File: config.mk
export PLATFORM = sky130hd
export DESIGN_NAME = instr_fetch
export DESIGN_NICKNAME = d
export VERILOG_FILES = /design/src/rtl/instr_fetch_pkg.sv /design/src/rtl/instr_fetch_fifo.sv /design/src/rtl/instr_fetch.sv
export SDC_FILE = /design/constraint.sdc
export NUM_CORES = 1
export LEC_CHECK = 0
export CAP_MARGIN = 30
export CORE_ASPECT_RATIO = 1.25
export CORE_UTILIZATION = 45
export DETAILED_ROUTE_END_ITERATION = 7
export DONT_BUFFER_PORTS = 1
export SLEW_MARGIN = 20
export SYNTH_ARGS = -nofsm -noshare
export SYNTH_HDL_FRONTEND = slang
export SYNTH_SLANG_ARGS = --single-unit
File: constraint.sdc
create_clock -name i_clk -period 8.4 [get_ports i_clk]
set_clock_uncertainty 0.2 [all_clocks]
set_input_delay 1.68 -clock i_clk [delete_from_list [all_inputs] [get_ports i_clk]]
set_output_delay 1.68 -clock i_clk [all_outputs]
set_load 0.05 [all_outputs]
File: src/rtl/instr_fetch_pkg.sv
// Shared fetch definitions: reset address, FSM encoding, fetch FIFO entry layout.
package instr_fetch_pkg;

  localparam logic [31:0] RESET_ADDR_DEFAULT = 32'h0000_0000;
  localparam logic [31:0] PC_STEP            = 32'd4;
  localparam logic [31:0] INSTR_NOP          = 32'h0000_0013;

  localparam logic [0:0] ST_RUN    = 1'b0;
  localparam logic [0:0] ST_HALTED = 1'b1;

  typedef struct packed {
    logic [31:0] instr;
    logic [31:0] pc;
  } fetch_entry_t;

  function automatic logic [31:0] word_align(input logic [31:0] addr);
    return addr & ~32'h0000_0003;
  endfunction

endpackage

File: src/rtl/instr_fetch_fifo.sv
// Fetch FIFO of {instr, pc} entries; head visible the cycle after push, push+pop on full legal.
// Backpressure: caller must not push when full unless popping in the same cycle.
module instr_fetch_fifo
  import instr_fetch_pkg::*;
#(
  parameter int DEPTH = 2
) (
  input  logic                     i_clk,
  input  logic                     i_rst_n,
  input  logic                     push,
  input  fetch_entry_t             push_dat,
  input  logic                     pop,
  input  logic                     flush,
  output fetch_entry_t             head_dat,
  output logic [$clog2(DEPTH):0]   count,
  output logic                     empty,
  output logic                     full
);

  localparam int AW = $clog2(DEPTH);

  fetch_entry_t      mem [DEPTH];
  logic [AW-1:0]     wr_ptr;
  logic [AW-1:0]     rd_ptr;
  logic              do_pop;

  assign empty    = (count == '0);
  assign full     = (count == (AW+1)'(DEPTH));
  assign do_pop   = pop & ~empty;
  assign head_dat = mem[rd_ptr];

  always_ff @(posedge i_clk or negedge i_rst_n) begin
    if (!i_rst_n) begin
      wr_ptr <= '0;
      rd_ptr <= '0;
      count  <= '0;
    end else if (flush) begin
      wr_ptr <= '0;
      rd_ptr <= '0;
      count  <= '0;
    end else begin
      if (push)   wr_ptr <= wr_ptr + 1'b1;
      if (do_pop) rd_ptr <= rd_ptr + 1'b1;
      count <= count + {{AW{1'b0}}, push} - {{AW{1'b0}}, do_pop};
    end
  end

  // Storage needs no reset: the top masks the head while empty.
  always_ff @(posedge i_clk) begin
    if (push && !flush) mem[wr_ptr] <= push_dat;
  end

endmodule

File: src/rtl/instr_fetch.sv
// PC/issue front end: word reads to 1-cycle imem, first o_valid 2 cycles after o_imem_ren, 1 instr/cycle.
// Issue is credit-limited by FIFO space; FETCH_MISALIGN_CHK_EN halts on a misaligned redirect target.
module instr_fetch
  import instr_fetch_pkg::*;
#(
  parameter logic [31:0] RESET_ADDR = RESET_ADDR_DEFAULT,
  parameter int          DEPTH      = 2
) (
  input  logic        i_clk,
  input  logic        i_rst_n,
  output logic        o_imem_ren,
  output logic [31:0] o_imem_raddr,
  input  logic [31:0] i_imem_rdata,
  input  logic        i_redirect,
  input  logic [31:0] i_redirect_pc,
  input  logic        i_halt,
  output logic        o_valid,
  output logic [31:0] o_instr,
  output logic [31:0] o_pc,
  input  logic        i_ready,
`ifdef FETCH_MISALIGN_CHK_EN
  output logic        o_misalign,
`endif
  output logic        o_halted
);

  localparam int CW = $clog2(DEPTH) + 1;
  localparam logic [CW:0] DEPTH_W = (CW+1)'(DEPTH);

  logic [0:0]    state;
  logic [31:0]   pc;
  logic [31:0]   inflight_pc;
  logic          inflight;
  logic          run_en;
  logic          in_run;
  logic          pop;
  logic          flush;
  logic          squash;
  logic          go_halt;
  logic          bad_target;
  logic          issue;
  logic          push;
  logic [CW:0]   credit_used;
  logic [CW:0]   credit_avail;
  logic [CW-1:0] fifo_count;
  logic          fifo_empty;
  logic          fifo_full;
  fetch_entry_t  head;
  fetch_entry_t  push_dat;

  assign in_run = (state == ST_RUN);
  assign pop    = o_valid & i_ready;

`ifdef FETCH_MISALIGN_CHK_EN
  assign bad_target = i_redirect & (i_redirect_pc[1:0] != 2'b00);
`else
  assign bad_target = 1'b0;
`endif

  assign flush   = in_run & (i_halt | i_redirect);
  assign go_halt = in_run & (i_halt | bad_target);
  // The response landing this cycle belongs to the old stream.
  assign squash  = flush;

  assign credit_used  = {1'b0, fifo_count} + {{CW{1'b0}}, inflight};
  assign credit_avail = DEPTH_W + {{CW{1'b0}}, pop};
  assign issue        = run_en & in_run & ~i_halt & ~i_redirect & (credit_used < credit_avail);

  assign o_imem_ren   = issue;
  assign o_imem_raddr = issue ? pc : '0;

  assign push           = inflight & ~squash & (~fifo_full | pop);
  assign push_dat.instr = i_imem_rdata;
  assign push_dat.pc    = inflight_pc;

  assign o_valid  = ~fifo_empty;
  assign o_instr  = fifo_empty ? '0 : head.instr;
  assign o_pc     = fifo_empty ? '0 : head.pc;
  assign o_halted = (state == ST_HALTED);

  always_ff @(posedge i_clk or negedge i_rst_n) begin
    if (!i_rst_n) begin
      state       <= ST_RUN;
      pc          <= RESET_ADDR;
      inflight    <= 1'b0;
      inflight_pc <= '0;
      run_en      <= 1'b0;
    end else begin
      // Issue begins the cycle after reset release.
      run_en   <= 1'b1;
      inflight <= issue;
      if (issue) begin
        inflight_pc <= pc;
        pc          <= pc + PC_STEP;
      end
      if (go_halt) begin
        state <= ST_HALTED;
      end else if (flush) begin
        pc <= word_align(i_redirect_pc);
      end
    end
  end

`ifdef FETCH_MISALIGN_CHK_EN
  always_ff @(posedge i_clk or negedge i_rst_n) begin
    if (!i_rst_n) begin
      o_misalign <= 1'b0;
    end else if (in_run && bad_target && !i_halt) begin
      o_misalign <= 1'b1;
    end
  end
`endif

  instr_fetch_fifo #(
    .DEPTH (DEPTH)
  ) u_fifo (
    .i_clk    (i_clk),
    .i_rst_n  (i_rst_n),
    .push     (push),
    .push_dat (push_dat),
    .pop      (pop),
    .flush    (flush),
    .head_dat (head),
    .count    (fifo_count),
    .empty    (fifo_empty),
    .full     (fifo_full)
  );

endmodule

==> flow_summary.yaml, run 1 <==
worst_setup_path:
  critPathTopFamily: "buffers and inverters"
  slowest_stage: "ha_1"
  cpMostUsedCell: "buf_4"
  worstPathMaxFanout: 41
  cp_data_required_time_ns: 6.52
  arrival_ns: 3.64
  path_cells: "o21ai_1 -> o21ai_2 -> buf_4 -> nand2_1 -> buf_4 -> inv_1 -> ha_1"
  setup.worst_path.end_class: "output pin"
  critPathLaunch: "i_ready"
  start_kind: "input pin"
  r2r-start: "u_fifo.count[0]"
  max_stage_delay_ns: 0.58
  r2r_cells: 8
  crit_cells: 7
  path_class: "input pin to output pin"
  worst-path-buf-inv: 3
global_route:
  grtUsageTotal: 0.175
  grt_pass1_vias: 4443
  grt_max_degree: 68
  grt_overflow: 0
  antenna_found_initial: 0
  grt_pass1_wl_um: 24000
clock_tree:
  post-cts-setup-buffers: 0
  worstSkewPairLatency_ns: 0.41
  cts-resized-gates: 0
  cts_sinks: 191
  clockBufferDepth: 2
  cts_tree: "done"
  cts_buffers: 17
  cts_root_buf: "clkbuf_16"
  hold_buffers: 0
  clk_pin_slew_worst_paths_ns: 0.06
  cts-htree-levels: 4
timing:
  tns_ns: 0
  max_slew.worst_pin.slew_ns: 1.05
  rsz0062_at_grt: "no"
  slew_headroom: 0.295
  whs_ns: 0.276
  drv_slew: 0
  finalHoldViolations: 0
  setup_violations: 0
  fmax_mhz: 181
  fin_crit_ns: 5.52
  fin_crit_sh: 0.658
power_and_ir_drop:
  power_density_nw_per_um2: 316
  p_leak_uw: 0.00376
  p_total_uw: 2790
  vdd_drop_max_mv: 0.139
layout:
  drive_above_1_share: 0.0752
  regArea_um2: 5400
  multiInputGateArea_um2: 2390
  final_util: 0.517
  antenna_cells: 0
  layout.nets: 687
  final_design_area_no_fill_um2: 8820
  n_fill_cell: 1447
  area_growth_pct: 11.0
die:
  chipHeight_um: 151
  die_w_um: 121
  num_io_pins: 168
  core_um2: 17000
  num_rows: 53
  die_area_um2: 18200
  start_util: 0.466
place:
  io_buffers: 0
  dp.final_hpwl_um: 10500
  gp_congestion: 0.887
  dpl_cell_area_um2: 8200
route:
  vias: 4611
  drt_iter0_markers: 254
  drc: 0
  wl_per_cell_um: 18.2
  drt_first_pass_iters: 5
  viasPerCell: 5.46
  antenna_left: 0
  routed_wirelength_um: 15400
hold_path:
  min_from: "inflight_pc[30]"
  holdPathStages: 0
  hold_path_class: "register to register"
synthesis:
  synth_seq_cells: 191
  yosysWarnings: 0
  ys_seq_area_frac: 0.680
  syn_area_um2: 7940
  avgSynthCellArea_um2: 13.0
  syn_inst: 613
  async_flop_share: 0.351
  ys_types: 34
  synth-edff-count: 124
  yosys_most_used_dff: "edfxtp_1"
job:
  maxCapViolations: 0
outcome:
  status: "finished clean"
==> per-layer routing <==
metal	part of all wire	vias to the layer above	track usage
li1	-	2210	-
met1	0.41	2234	0.218
met2	0.49	149	0.274
met3	0.085	18	0.0583
met4	0.021	0	0.0877
met5	0	-	0
==> per-stage QoR <==
| stage | setup slack, ns | cells |
|---|---|---|
| 2_1_floorplan | 1.47 | 616 |
| 3_3_place_gp | 2.35 | 809 |
| 3_5_place_dp | 2.88 | 812 |
| 4_1_cts | 2.88 | 844 |
| 5_1_grt | 2.74 | 845 |
| 6_report | 2.88 | 845 |
==> cells in the final DEF (no fill, tap or decap), types with 15 or more instances in the layout <==
master,count
a31oi_1,15
a21o_1,29
mux2i_1,62
and3_1,29
nand4_1,15
clkbuf_16,19
edfxtp_1,124
nand2_1,33
dfrtp_1,66
xor2_1,15
nor2_1,97
==> layout make-up <==
type	count	area share
clock buffer	21	0.0548
inverter	12	0.00511
sequential	191	0.613
multi-input combinational	380	0.271
clock inverter	11	0.0145
timing repair buffer	10	0.0108
tap	220	0.0312
==> state kept, by name (all words and copies together), names as in the netlist <==
register,flops
run_en,1
o_halted,1
pc,30
u_fifo.wr_ptr,1
inflight_pc,30
u_fifo.mem,124
u_fifo.rd_ptr,1
inflight,1
u_fifo.count,2
==> synthesized netlist by cell type, types with 3 or more instances <==
library cell / n / share of area
o21ai_1: 8 / 0.0050
o21ai_0: 14 / 0.0088
a21o_1: 29 / 0.027
nor4_1: 5 / 0.0039
mux2i_1: 62 / 0.078
or3_1: 9 / 0.0071
buf_4: 4 / 0.0038
a31oi_1: 15 / 0.012
xor2_1: 15 / 0.017
nand4_1: 15 / 0.012
inv_1: 11 / 0.0052
a21oi_1: 3 / 0.0019
clkbuf_1: 24 / 0.011
nor2_1: 98 / 0.046
xnor2_1: 3 / 0.0033
ha_1: 6 / 0.0095
buf_1: 3 / 0.0014
nand3_1: 10 / 0.0063
or4_1: 5 / 0.0047
and3_1: 29 / 0.023
o31ai_1: 6 / 0.0057
dfrtp_1: 67 / 0.21
nand2_1: 33 / 0.016
edfxtp_1: 124 / 0.47
==> worst register-to-register path: stages (launching register included) <==
cell	delay, ns
dfrtp_1	0.45
ha_1	0.21
ha_1	0.18
nand2b_1	0.21
nor3_4	0.33
buf_6	0.26
nand3_1	0.39
or4_1	0.63
a31oi_1	0.19
==> path summary, 6_finish.rpt <==
kind                                     end  slack, ns
max reg2reg                           pc[30]       5.27
max in group asynchronous      u_fifo.rd_ptr       7.10
min                        u_fifo.mem[1][30]       0.28
min in group asynchronous             pc[25]       0.76
min reg2reg                u_fifo.mem[1][30]       0.28
max                          o_imem_raddr[2]       2.88
==> cell families (layout without fill, tap and decap cells) <==
kind of cell             after synthesis  in the layout  synth area share
multiplexers                          62             62            0.0781
flip-flops                           191            191             0.680
adder cells (fa/ha/maj)                6              6           0.00945
AND/OR/NAND/NOR                      214            214             0.128
AO/OA/AOI/OAI                         75             75            0.0606
other                                  2              5          0.000945
XOR/XNOR                              18             18            0.0198
buffers and inverters                 45             54            0.0235
==> power by group <==
| group | internal, µW | total, µW | leakage (µW) | switching (µW) |
|---|---|---|---|---|
| sequential | 1030 | 1090 | 0.00202 | 57.8 |
| combinational | 163 | 894 | 0.00145 | 731 |
| clock | 476 | 804 | 0.000290 | 328 |
Note: power is estimated with default switching activity, not from simulation.
==> run 2, diff against run 1 <==
- clock period: 8.4 -> 5.68 ns (I/O delays scaled with it)
==> flow_summary.yaml, run 2 (same netlist as run 1, synthesis figures left out) <==
die:
  core_um2: 17000
  die_w_um: 121
  die_area_um2: 18200
  chipHeight_um: 151
  num_rows: 53
  num_io_pins: 168
  start_util: 0.466
route:
  drt_first_pass_iters: 4
  wl_per_cell_um: 18.4
  antenna_left: 0
  vias: 4615
  drt_iter0_markers: 283
  viasPerCell: 5.44
  drc: 0
  routed_wirelength_um: 15600
worst_setup_path:
  path_class: "register to output pin"
  r2r_cells: 10
  arrival_ns: 3.30
  max_stage_delay_ns: 0.78
  critPathTopFamily: "simple AND/OR/NAND/NOR gates"
  setup.worst_path.end_class: "output pin"
  path_cells: "ha_1 -> ha_1 -> nand2b_1 -> nor3_4 -> buf_4 -> nand2_1 -> buf_4 -> nor2_1"
  worstPathMaxFanout: 36
  cp_data_required_time_ns: 4.34
  worst-path-buf-inv: 2
  crit_cells: 8
  start_kind: "register"
  slowest_stage: "nor2_1"
power_and_ir_drop:
  power_density_nw_per_um2: 461
  p_leak_uw: 0.00375
  p_total_uw: 4050
  vdd_drop_max_mv: 0.189
outcome:
  status: "finished clean"
clock_tree:
  clockBufferDepth: 2
  clk_pin_slew_worst_paths_ns: 0.07
  cts-resized-gates: 0
  cts-htree-levels: 4
  cts_tree: "done"
  hold_buffers: 0
  cts_sinks: 191
  post-cts-setup-buffers: 0
  worstSkewPairLatency_ns: 0.42
  cts_buffers: 17
  cts_root_buf: "clkbuf_16"
layout:
  final_util: 0.516
  n_fill_cell: 1486
  largest_reg_flops: 124
  top_register: "u_fifo.mem"
  antenna_cells: 0
  layout.nets: 690
  layout.cells.most_common: "edfxtp_1"
  area_growth_pct: 10.7
  reg_top3: "u_fifo.mem (124), inflight_pc (30), pc (30)"
  layout_common_cells: "edfxtp_1 (124), nor2_1 (97), dfrtp_1 (66), mux2i_1 (62), nand2_1 (33)"
  drive_above_1_share: 0.0764
hold_path:
  hold_path_class: "input pin to async pin"
global_route:
  grt_overflow: 0
  antenna_found_initial: 0
  grt_pass1_vias: 4585
  grt_pass1_wl_um: 24400
  grt_max_degree: 68
  grtUsageTotal: 0.178
place:
  pre_cts_slack_ns: 1.15
  gp_congestion: 0.891
  io_buffers: 0
  dp.final_hpwl_um: 10900
timing:
  max_slew.worst_pin.slew_ns: 1.05
  slew_headroom: 0.295
  fin_crit_sh: 0.816
  drv_slew: 0
  rsz0062_at_grt: "no"
  tns_ns: 0
  fin_crit_ns: 4.63
  fmax_mhz: 216
  whs_ns: 0.205
  fin_ws_ns: 1.05
  finalHoldViolations: 0
  setup_violations: 0
job:
  maxCapViolations: 0
[run 2: cell types whose count changed in the layout (fill, tap and decap cells not counted), moves of 2 or more]
cell       change
buf_12         +2
buf_4          +2
bufinv_16      -2
clkbuf_1       +2
[run 2: area by class of cell]
| type | instances | area, µm² | area share |
|---|---|---|---|
| repair buffers | 13 | 115 | 0.0131 |
| multi-input cells | 380 | 2390 | 0.272 |
| clock buffers | 22 | 487 | 0.0553 |
| well taps | 220 | 275 | 0.0313 |
| clock inverters | 10 | 76.3 | 0.00868 |
| inverters | 12 | 45.0 | 0.00512 |
| flip-flops and latches | 191 | 5400 | 0.614 |
[run 2: report_power, final]
part | internal [µW] | total (µW) | switching [µW]
logic | 241 | 1290 | 1050
registers | 1520 | 1650 | 121
clock network | 617 | 1110 | 497
total | 2380 | 4050 | 1670
[run 2: path summary, 6_finish.rpt]
path / from / endpoint / slack, ns
max in group asynchronous: i_rst_n / u_fifo.rd_ptr / 4.94
worst min register to register: inflight_pc[12] / u_fifo.mem[1][12] / 0.28
worst min-delay path: i_rst_n / pc[25] / 0.21
min in group i_clk: inflight_pc[12] / u_fifo.mem[1][12] / 0.28
worst max-delay path: u_fifo.count[0] / o_imem_raddr[21] / 1.05
worst max register to register: u_fifo.count[0] / inflight_pc[21] / 2.30
[run 2: metal layers]
layer  wire (µm)  GRT usage  vias up
li1            -          -     2216
met4         446     0.0920        0
met3        1290     0.0576       31
met1        6630      0.221     2219
met5           0          0        -
met2        7240      0.279      149
[run 2: through the flow]
| step | instance area, µm² | std cells |
|---|---|---|
| floorplan | 7960 | 616 |
| global placement | 8190 | 811 |
| detailed placement | 8220 | 814 |
| CTS | 8790 | 846 |
| global route | 8790 | 848 |
| finish | 8790 | 848 |
==> run 3, diff against run 2 <==
- clock period: 5.68 -> 4.8 ns (I/O delays scaled with it)
==> flow_summary.yaml, run 3 (same netlist as run 1, synthesis figures left out) <==
clock_tree:
  clk_pin_slew_worst_paths_ns: 0.07
  cts_root_buf: "clkbuf_16"
  cts_buffers: 17
  worstSkewPairLatency_ns: 0.42
  cts-resized-gates: 0
  clockBufferDepth: 2
  cts_sinks: 191
  cts-htree-levels: 4
  cts_tree: "done"
timing:
  drv_slew: 0
  fmax_mhz: 256
  finalHoldViolations: 0
  tns_ns: 0
  slew_headroom: 0.298
  max_slew.worst_pin.slew_ns: 1.05
  fin_ws_ns: 0.891
  fin_crit_sh: 0.814
  setup_violations: 0
  fin_crit_ns: 3.91
  rsz0062_at_grt: "no"
die:
  core_um2: 17000
  start_util: 0.466
  num_rows: 53
  num_io_pins: 168
  die_area_um2: 18200
  die_w_um: 121
  chipHeight_um: 151
route:
  drt_first_pass_iters: 5
  drt_iter0_markers: 307
  wl_per_cell_um: 18.6
  drc: 0
  vias: 4618
  routed_wirelength_um: 15800
  viasPerCell: 5.43
  antenna_left: 0
outcome:
  status: "finished clean"
place:
  placedCellCount: 816
  dp.final_hpwl_um: 10900
  io_buffers: 0
  gp_congestion: 0.885
  pre_cts_slack_ns: 1.11
worst_setup_path:
  critPathLaunch: "u_fifo.count[0]"
  r2r_slack_ns: 1.71
  start_kind: "register"
  worstPathMaxFanout: 41
  arrival_ns: 2.75
  setup.worst_path.end_class: "output pin"
  cp_data_required_time_ns: 3.64
  path_class: "register to output pin"
  r2r-start: "u_fifo.count[0]"
power_and_ir_drop:
  p_sw_uw: 1960
  vdd_drop_max_mv: 0.233
  power_density_nw_per_um2: 551
  power_frac_seq: 0.397
  switching_share: 0.401
  p_leak_uw: 0.00380
  p_total_uw: 4900
  combPwrFrac: 0.311
  pwr-share-clk: 0.293
  internal_power_uw: 2930
layout:
  finalNonFillerCells: 850
  largest_reg_flops: 124
  layout_common_cells: "edfxtp_1 (124), nor2_1 (97), dfrtp_1 (66), mux2i_1 (62), nand2_1 (33)"
  multiInputGateArea_um2: 2390
  reg_top3: "u_fifo.mem (124), inflight_pc (30), pc (30)"
  layout.cells.most_common: "edfxtp_1"
  area_growth_pct: 11.8
  layout.nets: 692
  final_util: 0.521
  drive_above_1_share: 0.0841
  regArea_um2: 5400
  top_register: "u_fifo.mem"
  n_fill_cell: 1417
  antenna_cells: 0
global_route:
  grtUsageTotal: 0.179
  grt_overflow: 0
  grt_pass1_vias: 4568
  antenna_found_initial: 0
  grt_pass1_wl_um: 24600
  grt_max_degree: 68
job:
  maxCapViolations: 0
hold_path:
  hold_path_class: "input pin to async pin"
[run 3: layer usage]
| layer | global-route usage | vias to the layer above | wire (µm) |
|---|---|---|---|
| li1 | - | 2220 | - |
| met5 | 0 | - | 0 |
| met1 | 0.222 | 2208 | 6520 |
| met4 | 0.0759 | 0 | 364 |
| met3 | 0.0678 | 26 | 1350 |
| met2 | 0.281 | 164 | 7540 |
[run 3: repair_timing]
action,CTS,global route
endpoints found under the hold margin,0,10
buffers inserted,0,0
hold buffers,0,1
[run 3: power groups by stage]
stage / sequential [µW] / combinational, µW / clock [µW]
detailed placement: 1980 / 1540 / 0
global placement: 2030 / 1460 / 0
global route: 1960 / 1600 / 1550
CTS: 1950 / 1540 / 1470
finish: 1940 / 1520 / 1430
floorplan: 1870 / 1440 / 0
[run 3: final timing paths]
kind	cells after the start	to
setup / recovery	8	o_imem_raddr[2]
hold / removal	0	pc[21]
setup reg to reg	8	pc[30]
hold reg to reg	0	u_fifo.mem[0][30]
max in group asynchronous	1	pc[25]
min in group i_clk	0	u_fifo.mem[0][30]
[run 3: worst max-delay path, cell delays in order (launching register included)]
cell     delay, ns
dfrtp_1       0.45
ha_1          0.22
ha_1          0.28
o21ai_2       0.06
buf_4         0.34
nand2_1       0.12
inv_1         0.41
ha_1          0.30
buf_12        0.15
[run 3: layout make-up]
class	count	share of cell area
flip-flops and latches	191	0.608
inverters	12	0.00507
repair buffers	15	0.0172
clock buffers	19	0.0511
multi-input cells	380	0.269
clock inverters	13	0.0180
well taps	220	0.0310
[run 3: per-stage QoR]
stage,cell area (µm²),hold slack (ns)
floorplan,7960,0.242
global placement,8220,0.255
detailed placement,8240,0.263
CTS,8850,0.00411
global route,8880,0.000109
finish,8880,0.0259
